<file path="src/rtl/mac_stream_sequencer.sv">
// Operand-pair buffer that streams a dot product into the 4x4 pipelined MAC
// and captures the accumulated result once the pipeline has drained.
module mac_stream_sequencer #(
    parameter int DEPTH   = 4,
    parameter int MAC_LAT = 3
) (
    input  logic       clk,
    input  logic       reset,
    input  logic       wr_en,
    input  logic [3:0] wr_a,
    input  logic [3:0] wr_b,
    input  logic       start,
    output logic       full,
    output logic [2:0] count,
    output logic       busy,
    output logic       wr_err,
    output logic [3:0] mac_a,
    output logic [3:0] mac_b,
    output logic       mac_clr,
    input  logic [9:0] mac_acc,
    output logic [9:0] result,
    output logic       done
);

    typedef enum logic [2:0] {
        IDLE,
        CLEAR,
        STREAM,
        DRAIN,
        CAPTURE
    } state_t;

    localparam int AW = (DEPTH > 1) ? $clog2(DEPTH) : 1;

    state_t     state;
    state_t     state_n;
    logic [2:0] idx;
    logic [2:0] idx_n;
    logic [3:0] buf_a [DEPTH];
    logic [3:0] buf_b [DEPTH];
    logic       wr_ok;
    logic       start_ok;
    logic [3:0] a_n;
    logic [3:0] b_n;
    logic       clr_n;

    assign full  = (count == 3'(DEPTH));
    assign busy  = (state != IDLE);
    assign wr_ok = wr_en && (state == IDLE) && !full;
    // A write in the start cycle joins the run, so it can also make start valid.
    assign start_ok = start && (state == IDLE)
                      && ((count != 3'd0) || wr_ok);

    always_ff @(posedge clk) begin
        if (reset) begin
            state <= IDLE;
            idx   <= 3'd0;
        end else begin
            state <= state_n;
            idx   <= idx_n;
        end
    end

    always_comb begin
        state_n = state;
        idx_n   = idx;
        case (state)
            IDLE: begin
                if (start_ok)
                    state_n = CLEAR;
            end
            CLEAR: begin
                state_n = STREAM;
                idx_n   = 3'd0;
            end
            STREAM: begin
                if (idx == count - 3'd1) begin
                    state_n = DRAIN;
                    idx_n   = 3'd0;
                end else begin
                    idx_n = idx + 3'd1;
                end
            end
            DRAIN: begin
                if (idx == 3'(MAC_LAT - 2)) begin
                    state_n = CAPTURE;
                    idx_n   = 3'd0;
                end else begin
                    idx_n = idx + 3'd1;
                end
            end
            CAPTURE: state_n = IDLE;
            default: state_n = IDLE;
        endcase
    end

    // MAC drive is computed from the upcoming state so it is registered.
    always_comb begin
        a_n   = 4'd0;
        b_n   = 4'd0;
        clr_n = (state_n == CLEAR);
        if (state_n == STREAM) begin
            a_n = buf_a[idx_n[AW-1:0]];
            b_n = buf_b[idx_n[AW-1:0]];
        end
    end

    always_ff @(posedge clk) begin
        if (reset) begin
            mac_a   <= 4'd0;
            mac_b   <= 4'd0;
            mac_clr <= 1'b0;
        end else begin
            mac_a   <= a_n;
            mac_b   <= b_n;
            mac_clr <= clr_n;
        end
    end

    always_ff @(posedge clk) begin
        if (wr_ok) begin
            buf_a[count[AW-1:0]] <= wr_a;
            buf_b[count[AW-1:0]] <= wr_b;
        end
    end

    always_ff @(posedge clk) begin
        if (reset) begin
            count  <= 3'd0;
            result <= 10'd0;
            done   <= 1'b0;
            wr_err <= 1'b0;
        end else begin
            done   <= (state == CAPTURE);
            wr_err <= wr_en && !wr_ok;
            if (wr_ok)
                count <= count + 3'd1;
            if (state == CAPTURE) begin
                result <= mac_acc;
                count  <= 3'd0;
            end
        end
    end

endmodule

</file>
<file path="config.mk">
export PLATFORM = sky130hd
export DESIGN_NAME = mac_stream_sequencer
export DESIGN_NICKNAME = d
export VERILOG_FILES = /design/src/rtl/mac_stream_sequencer.sv
export SDC_FILE = /design/constraint.sdc
export NUM_CORES = 1
export LEC_CHECK = 0
export BUFFER_PORTS_ARGS = -buffer_cell sky130_fd_sc_hd__buf_2
export CAP_MARGIN = 20
export CORE_MARGIN = 2
export CORE_UTILIZATION = 50
export CTS_BUF_LIST = sky130_fd_sc_hd__clkbuf_4
export CTS_CLUSTER_DIAMETER = 50
export DETAILED_ROUTE_END_ITERATION = 7
export PLACE_DENSITY = 0.71
export SLEW_MARGIN = 20
export SYNTH_ARGS = -nofsm -noshare
export SYNTH_HDL_FRONTEND = slang
export SYNTH_SLANG_ARGS = --single-unit
</file>
<file path="constraint.sdc">
create_clock -name clk -period 7.26 [get_ports clk]
set_input_delay 1.089 -clock clk [delete_from_list [all_inputs] [get_ports clk]]
set_output_delay 1.089 -clock clk [all_outputs]
set_load 0.005 [all_outputs]
</file>
# ---- Word-level counts from Yosys, hierarchy flattened
# Memory sizes are Yosys's and may differ from the RTL's. A register that Yosys moved wholly into a read port is not among the register bits.
# Cells that the tools add are included.
dict set report totals {
  n_memories 2
  ff_bits 22
  ramBits 32
  out_inout_bits 26
  inputBits 22
  word_cells 46
}
dict set report classes {
  bitwise_logic 1
  eq_ne 9
  mux 9
  n_reduce_logical 14
  n_addsub 3
}
# name words width rd rd_clocked_by_memory_dff wr line
set mem_list {}
lappend mem_list {buf_a 4 4 1 1 1 39} ;# logic [3:0] buf_a [DEPTH];
lappend mem_list {buf_b 4 4 1 1 1 40} ;# logic [3:0] buf_b [DEPTH];
# cell n
set op_table {}
lappend op_table {{2-to-1 mux 3 bit} 5}
lappend op_table {{one-hot mux 3 bit (4 select lines)} 1}
lappend op_table {{equality test 3 x 1 -> 1 bit, second input constant} 3}
lappend op_table {{equality test 3 x 2 -> 1 bit, second input constant} 3}
lappend op_table {{one-hot mux 3 bit (3 select lines)} 1}
lappend op_table {{nonzero test 3 bit} 3}
lappend op_table {{adder 3 x 1 -> 3 bit, second input constant} 2}
lappend op_table {{equality test 3 bit, second input constant} 2}
lappend op_table {{logical AND 1 bit} 5}
lappend op_table {{OR reduction 2 bit} 2}
lappend op_table {{equality test 3 bit} 1}
lappend op_table {{logical NOT 3 bit} 1}
lappend op_table {{subtractor 3 x 1 -> 3 bit, second input constant} 1}
lappend op_table {{logical NOT 1 bit} 2}
lappend op_table {{2-to-1 mux 1 bit} 2}
lappend op_table {{logical OR 1 bit} 1}
lappend op_table {{NOT 1 bit} 1}

# ---- Depth between registers and ports, before layout
# Gate-level depths: netlist (run 1).
dict set report logic_depth {
  ltp_word 10
  depth_mapped 9
  depth_no_buf 7
}

# ---- Worst setup path before layout (run 1)
# Ideal clock, no wire load.
dict set report synth_timing {
  path_kind {register to register}
  from {reg count[0]}
  to {reg mac_b[0] (read register of buf_b)}
  stages_incl_launch_ff 9
  setup_time_ns 0.117
  period_less_slack_ns 2.393
  path_buffers 1
  path_slack_ns 4.867
  t_required_ns 7.143
  t_arrival_ns 2.276
  cell_sequence {dfxtp_1 > inv_1 > ha_1 > xor2_1 > a31oi_1 > or2_1 > buf_2 > a221o_1 > a32o_1}
}
dict set report synth_between {
  elab_chain_len 10
  word_cells_on_any_way 16
  cone_classes {add/sub: 1; eq/ne: 3; mux: 5; bitwise: 1; reduce/logical: 6}
}
# item line
set synth_rtl {}
lappend synth_rtl {{from (decl)} 14} ;# output logic [2:0] count,
lappend synth_rtl {{from (signal assigned)} 137} ;# count <= count + 3'd1;
lappend synth_rtl {{parallel branches: the longest is 10 deep, another holds subtractor 3 x 1 -> 3 bit} n/a}
lappend synth_rtl {{to (decl)} 18} ;# output logic [3:0] mac_b,
# Parallel ways; which one is timed is not known.
# A chain may end at the register's enable or synchronous reset.

# ---- Final worst setup path (run 1)
# Same ends and word-level chain as after synthesis.

==> results of run 1 <==
[per-layer routing]
| metal | vias to the layer above | global-route usage | routed length (µm) |
|---|---|---|---|
| li1 | 999 | - | - |
| met1 | 997 | 0.297 | 2690 |
| met2 | 71 | 0.294 | 2820 |
| met3 | 13 | 0.0489 | 464 |
| met4 | 0 | 0.128 | 152 |
| met5 | - | 0 | 0 |
[cell families after synthesis]
kind of cell             after synthesis  synth area share
adder cells (fa/ha/maj)                7            0.0313
XOR/XNOR                               5            0.0206
AO/OA/AOI/OAI                         69             0.204
multiplexers                           8            0.0286
AND/OR/NAND/NOR                       64             0.124
buffers and inverters                 22            0.0331
flip-flops                            62             0.559
[power groups by stage]
stage	clock [mW]	combinational [mW]	sequential, mW
after floorplan	0	0.104	0.405
after CTS	0.198	0.132	0.408
after global placement	0	0.129	0.415
after global routing	0.213	0.145	0.411
final	0.194	0.132	0.408
after detailed placement	0	0.131	0.416
[cells in the mapped netlist (7+ instances only)]
cell type	n
a21o_1	9
a22o_1	10
a22oi_1	7
a32o_1	8
a41o_1	7
a41oi_1	7
clkbuf_1	11
dfxtp_1	30
edfxtp_1	32
ha_1	7
mux2i_1	8
nand2_1	19
nand3_1	8
nor2_1	11
o21ai_0	8
[per-stage QoR]
step / instances / hold WS [ps]
finish: 355 / 480
global route: 355 / 505
CTS: 355 / 486
detailed placement: 339 / 459
global placement: 339 / 458
floorplan: 237 / 475
[state kept, by name, indices dropped and copies added, names as in the netlist, 3 cells and up]
signal	count
state	3
buf_a	16
idx	3
count	3
result	10
buf_b	16
mac_a	4
mac_b	4
[cell type report]
type | count | area [µm²] | area share
Clock buffer | 10 | 75.1 | 0.0237
Clock inverter | 6 | 28.8 | 0.00910
Inverter | 4 | 15.0 | 0.00475
Multi-Input combinational cell | 153 | 1150 | 0.363
Sequential cell | 62 | 1560 | 0.494
Tap cell | 72 | 90.1 | 0.0285
Timing Repair Buffer | 48 | 243 | 0.0768
[layout by cell type (no fill, tap or decap), types with 3 or more instances in the layout]
cell      count
a21o_1        9
a22o_1       10
a22oi_1       7
a311oi_1      3
a32o_1        8
a41o_1        7
a41oi_1       7
and2_1        5
buf_2        47
clkbuf_4     10
clkinv_1      3
dfxtp_1      29
edfxtp_1     32
ha_1          7
inv_1         4
mux2i_1       8
nand2_1      19
nand3_1       8
nor2_1       11
nor3b_1       3
o21ai_0       8
or2_1         3
[worst paths after layout]
check | slack (ps) | depth (start not counted) | from | end
worst min-delay path | 480 | 1 | result[0] | result[0]
worst max register to register | 4410 | 7 | count[0] | mac_b[0]
worst min register to register | 480 | 1 | result[0] | result[0]
worst max-delay path | 4410 | 7 | count[0] | mac_b[0]
==> flow_summary.toml, run 1 <==
[synthesis]
yosys-top-cells-area = "edfxtp_1 (34%), dfxtp_1 (21%), a22o_1 (3.1%)"
yosys.area.top_type_share = 0.344
synth_edf_count = 32
synth.distinct_cells = 44
syn-cell-area_um2 = 2800
syn_avg_cell_area_um2 = 11.8
synth_ff_type = "edfxtp_1"
synthArstFlopShare = 0
ys_seq_elements = 62
synth.largest_area_cell = "edfxtp_1"
synth_cells = 237
ys_warn_count = 0
syn-num-nets = 266
yosysSeqAreaShare = 0.559

[sta]
final.setup.worst_slack_ps = 4410
fin_crit_ps = 2850
min_period_over_period = 0.393
fin_worst_skew_ps = 14.1
maxClockFrequency_ghz = 0.350
slew_violations = 0
relSlewSlack = 0.346
setup-violations-final = 0
grt_setup_unrepaired = "no"
setup_tns_ps = 0
hold_violations = 0
tightest_slew_ps = 979

[global_route]
grt_pass1_wl_mm = 9.65
grt_max_degree = 38
overflow = 0
grt_pass1_vias = 1877
antenna_found_initial = 0
grt.total_usage = 0.210

[worst_setup_path]
cpMaxStageDelayCell = "a31oi_1"
cp.arrival_ps = 3180
crit_required_ps = 7580
cp_slowest_stage_delay_ps = 560
cp-end-kind = "register"
startpoint_type = "register"
crit_buf_inv = 1
path_class = "register to register"
path_max_fanout = 12
path_delay_family = "compound AO/OA/AOI/OAI gates"
cp_cell_sequence = "inv_1 -> ha_1 -> xor2_1 -> a31oi_1 -> or2_1 -> a211oi_4 -> a32o_1"

[routing]
wl_mm = 6.13
wl_per_cell_um = 17.3
drt_first_pass_iters = 4
num_vias = 2080
drt_iter0_drc = 149
ant_nets = 0
drc_errors = 0
via_per_inst = 5.86

[power]
p_int_mw = 0.517
power_density_nw_per_um2 = 232
irDropWorstVdd_mv = 0.179
p_leak_nw = 1.34
switchingPower_mw = 0.217
seq_power_share = 0.556
power.share.switching = 0.296
pwr-share-comb = 0.180
power_mw = 0.734
clockPowerShare = 0.264

[place]
place_ws_ps = 4200
gp_congestion = 0.810
postPlaceCellArea_um2 = 3060
hpwl_mm = 3.98
portBuffers = 47

[clock_network]
ctsHoldBuffers = 0
cts.path.max_buffers = 2
clock_sinks = 62
cts_tree = "built"
cts_resized = 0
cts_made_buffers = 9
clkLatencyLatePin_ps = 420
cts_max_level = 3
path_clk_slew_ps = 110
cts-root-buf = "clkbuf_4"
post_cts_buffers = 0

[final_layout]
n_fill_cell = 462
area.growth.synth_to_final_pct = 13.1
antenna_cells = 0
design_area_um2 = 3160
fin_util = 0.581
drive_gt1_frac = 0.233
layout.nets = 307

[floorplanning]
start_util = 0.514
pin_count = 48
num_rows = 27
die_h_um = 78.8
dieArea_um2 = 6200
fp.dieW_um = 78.8
core_area_um2 = 5440

[flow_run]
maxCapViolations = 0

[status]
status = "completed"

[worst_hold_path]
hp-class = "register to register"
No activity file was read; power rests on OpenSTA's default activity.
==> inputs of run 2 (changes only) <==
clock period = 2.85 ns   (was 7.26 ns; I/O delays follow)
==> flow_summary.toml, run 2 (synthesis results as in run 1) <==
[worst_setup_path]
path_delay_family = "compound AO/OA/AOI/OAI gates"
path_class = "register to register"
path_max_fanout = 12
regToRegStartpoint = "count[0]"
cpMaxStageDelayCell = "a211oi_4"
cp.arrival_ps = 2880
cp_cell_sequence = "inv_1 -> ha_1 -> xor2_1 -> a31oi_1 -> or2_1 -> a211oi_4 -> a32o_1"
crit_buf_inv = 1
startpoint_type = "register"
cp-end-kind = "register"
r2r_end = "mac_b[0]"
cp_slowest_stage_delay_ps = 520
crit_required_ps = 3190
rr_worst_depth = 7
r2r_slack_ps = 310

[clock_network]
cts_tree = "built"
clkLatencyLatePin_ps = 400
clock_sinks = 62
ctsHoldBuffers = 0
post_cts_buffers = 0
cts.path.max_buffers = 2
path_clk_slew_ps = 100
cts_resized = 0
cts_max_level = 3
cts-root-buf = "clkbuf_4"
cts_made_buffers = 9

[sta]
min_period_over_period = 0.891
fin_worst_skew_ps = 9.30
hold_violations = 0
relSlewSlack = 0.421
maxClockFrequency_ghz = 0.394
slew_violations = 0
final.setup.worst_slack_ps = 311
fin_crit_ps = 2540
setup_tns_ps = 0
grt_setup_unrepaired = "no"
setup-violations-final = 0
tightest_slew_ps = 868

[final_layout]
regArea_um2 = 1560
multi_input_area_um2 = 1150
area.growth.synth_to_final_pct = 14.3
antenna_cells = 0
drive_gt1_frac = 0.244
n_fill_cell = 455
layout.nets = 311
final_common_cell = "buf_2"
final_cell_mix = "buf_2 (47), edfxtp_1 (32), dfxtp_1 (30)"

[floorplanning]
die_h_um = 78.8
fp.dieW_um = 78.8
dieArea_um2 = 6200
start_util = 0.514
pin_count = 48
core_area_um2 = 5440
num_rows = 27

[routing]
wl_mm = 5.93
num_vias = 2071
via_per_inst = 5.77
drt_first_pass_iters = 4
drc_errors = 0
drt_iter0_drc = 197
ant_nets = 0
wl_per_cell_um = 16.5

[status]
status = "completed"

[place]
gp_congestion = 0.814
place_ws_ps = 354
portBuffers = 47
hpwl_mm = 3.84

[flow_run]
maxCapViolations = 0

[power]
p_leak_nw = 1.37
irDropWorstVdd_mv = 0.308
power_density_nw_per_um2 = 587
power_mw = 1.88

[global_route]
overflow = 0
grt_pass1_vias = 1868
grt.total_usage = 0.207
antenna_found_initial = 0
grt_pass1_wl_mm = 9.56
grt_max_degree = 37

[worst_hold_path]
whs_path_depth = 2
worstHoldStart = "mac_acc[8]"
hp-class = "primary input to register"
hold_end = "result[8]"
run 2: cell count changes in the layout (fill, tap and decap cells not counted), sizes merged:
| cell | before | now |
|---|---|---|
| buf | 48 | 52 |
| clkbuf | 10 | 11 |
| clkinvlp | 1 | 0 |
run 2: layer usage:
layer | track usage | up-vias | part of all wire
li1 | - | 1015 | -
met1 | 0.290 | 971 | 0.45
met2 | 0.302 | 74 | 0.47
met3 | 0.0409 | 11 | 0.068
met4 | 0.112 | 0 | 0.018
met5 | 0 | - | 0
run 2: worst max path at each step:
stage / from / end / slack, ps / cells past startpoint
floorplan: count[0] / mac_b[0] / 460 / 8
global placement: count[0] / mac_b[0] / 410 / 7
detailed placement: count[0] / mac_b[0] / 350 / 7
CTS: count[0] / mac_b[0] / 330 / 7
global route: count[0] / mac_b[0] / 100 / 7
finish: count[0] / mac_b[0] / 310 / 7
run 2: power breakdown:
part | switching, mW | internal, mW | total [mW] | leakage (nW)
Clock | 0.301 | 0.192 | 0.493 | 0.0657
Combinational | 0.207 | 0.156 | 0.363 | 0.768
Sequential | 0.0302 | 0.990 | 1.02 | 0.536
Total | 0.538 | 1.34 | 1.88 | 1.37
run 2: area by class of cell:
class                   count  share of cell area
flip-flops and latches     62               0.489
multi-input cells         153               0.359
repair buffers             52              0.0854
well taps                  72              0.0282
clock buffers              11              0.0258
clock inverters             5             0.00822
inverters                   4             0.00470
run 2: stage by stage:
step                hold slack (ps)  instances  instance area, µm²   util
finish                          231        359                3200  0.588
global route                    214        359                3200  0.588
CTS                             208        359                3200  0.588
detailed placement              459        343                3090  0.568
global placement                458        343                3090  0.568
floorplan                       475        237                2800      -
==> inputs of run 3 (changes only) <==
CORE_ASPECT_RATIO = 1.25   (was default)
RECOVER_POWER = 25   (was default)
==> flow_summary.toml, run 3 (synthesis results as in run 1) <==
[routing]
wl_met2_mm = 2.73
num_vias = 2075
wl_mm = 5.84
top_layer = "met4"
via_per_inst = 5.91
met3WireLength_um = 444
wl_per_cell_um = 16.6
drt_first_pass_iters = 6
drt_iter0_drc = 259
drc_errors = 0
ant_nets = 0
wl_met1_mm = 2.62

[global_route]
grt_pass1_wl_mm = 9.52
grt_max_degree = 35
overflow = 0
grt.total_usage = 0.200
grt_pass1_vias = 2006
antenna_found_initial = 0

[worst_setup_path]
critPathLaunch = "count[1]"
path_class = "register to register"
cpMaxStageDelayCell = "a211oi_4"
r2r_end = "mac_b[0]"
path_max_fanout = 12
cp_slowest_stage_delay_ps = 470
r2r_slack_ps = 450
cp.arrival_ps = 2720
cp_cell_sequence = "inv_1 -> ha_1 -> xor2_1 -> a31oi_1 -> or2_1 -> a211oi_4 -> a32o_1"
crit_required_ps = 3170
startpoint_type = "register"
endpoint = "mac_b[0]"
cp-end-kind = "register"
regToRegStartpoint = "count[1]"
rr_worst_depth = 7

[floorplanning]
die_h_um = 87.6
start_util = 0.517
pin_count = 48
core_area_um2 = 5410
fp.dieW_um = 70.9
num_rows = 30
dieArea_um2 = 6210

[power]
irDropWorstVdd_mv = 0.341
p_leak_nw = 1.36
seq_power_share = 0.521
clockPowerShare = 0.291
switchingPower_mw = 0.537
power.share.switching = 0.275
pwr-share-comb = 0.188
p_int_mw = 1.41
power_density_nw_per_um2 = 611

[final_layout]
layout.nets = 311
drive_gt1_frac = 0.216
final_cell_mix = "buf_2 (39), edfxtp_1 (32), dfxtp_1 (30)"
antenna_cells = 0
final_common_cell = "buf_2"
n_fill_cell = 460
area.growth.synth_to_final_pct = 14.3

[clock_network]
clock_sinks = 62
ctsHoldBuffers = 0
clkLatencyLatePin_ps = 390
cts_made_buffers = 9
cts-root-buf = "clkbuf_4"
path_clk_slew_ps = 100
cts_tree = "built"
cts_max_level = 3
cts_resized = 0
cts.path.max_buffers = 2
post_cts_buffers = 0

[sta]
hold_violations = 0
grt_setup_unrepaired = "no"
relSlewSlack = 0.372
setup-violations-final = 0
fin_worst_skew_ps = 20.4
fin_crit_ps = 2400
tightest_slew_ps = 939
final.setup.worst_slack_ps = 455
slew_violations = 0
whs_ps = 252
min_period_over_period = 0.841
setup_tns_ps = 0
maxClockFrequency_ghz = 0.417

[place]
hpwl_mm = 3.96
portBuffers = 47
gp_congestion = 0.827
place_ws_ps = 490

[status]
status = "completed"

[flow_run]
maxCapViolations = 0

[worst_hold_path]
hp-class = "primary input to register"
## run 3: layout make-up
class / instances / area [µm²] / share of cell area
Sequential cell: 62 / 1560 / 0.489
Timing Repair Buffer: 52 / 263 / 0.0823
Clock inverter: 6 / 52.6 / 0.0165
Inverter: 4 / 15.0 / 0.00470
Clock buffer: 10 / 75.1 / 0.0235
Tap cell: 64 / 80.1 / 0.0251
Multi-Input combinational cell: 153 / 1150 / 0.359
## run 3: how the worst min path moves through the flow
stage                           from   endpoint  slack (ps)  cells after the start
final                     mac_acc[9]  result[9]         250                      2
after global routing      mac_acc[3]  result[3]         230                      2
after CTS                 mac_acc[6]  result[6]         220                      2
after detailed placement   result[9]  result[9]         460                      1
after global placement     result[7]  result[7]         460                      1
after floorplan            result[0]  result[0]         470                      1
## run 3: power groups by stage
stage               Clock [mW]  Combinational, mW  Sequential (mW)
detailed placement           0              0.364             1.04
finish                   0.567              0.368             1.02
floorplan                    0              0.265             1.03
global placement             0              0.363             1.03
global route             0.619              0.407             1.02
CTS                      0.577              0.366             1.02
## run 3: metal layers
layer / global-route usage / vias to the layer above
met3: 0.0426 / 4
met1: 0.269 / 963
met4: 0.0978 / 0
met5: 0 / -
li1: - / 1009
met2: 0.310 / 99
## run 3: metrics by stage
stage / cells / utilization / instance area [µm²] / power, mW
global placement: 335 / 0.569 / 3080 / 1.40
CTS: 351 / 0.593 / 3200 / 1.96
floorplan: 237 / - / 2800 / 1.30
finish: 351 / 0.591 / 3190 / 1.95
global route: 351 / 0.591 / 3190 / 2.05
detailed placement: 335 / 0.569 / 3080 / 1.40
## run 3: worst max-delay path, delay by kind of cell (launching register included)
kind | cells | cell delay, ps
DFF | 1 | 410
adders and majority gates | 1 | 320
and+or+nand+nor | 1 | 410
buffers and inverters | 1 | 100
AOI/OAI and AO/OA | 3 | 830
xor gates and xnor gates | 1 | 270
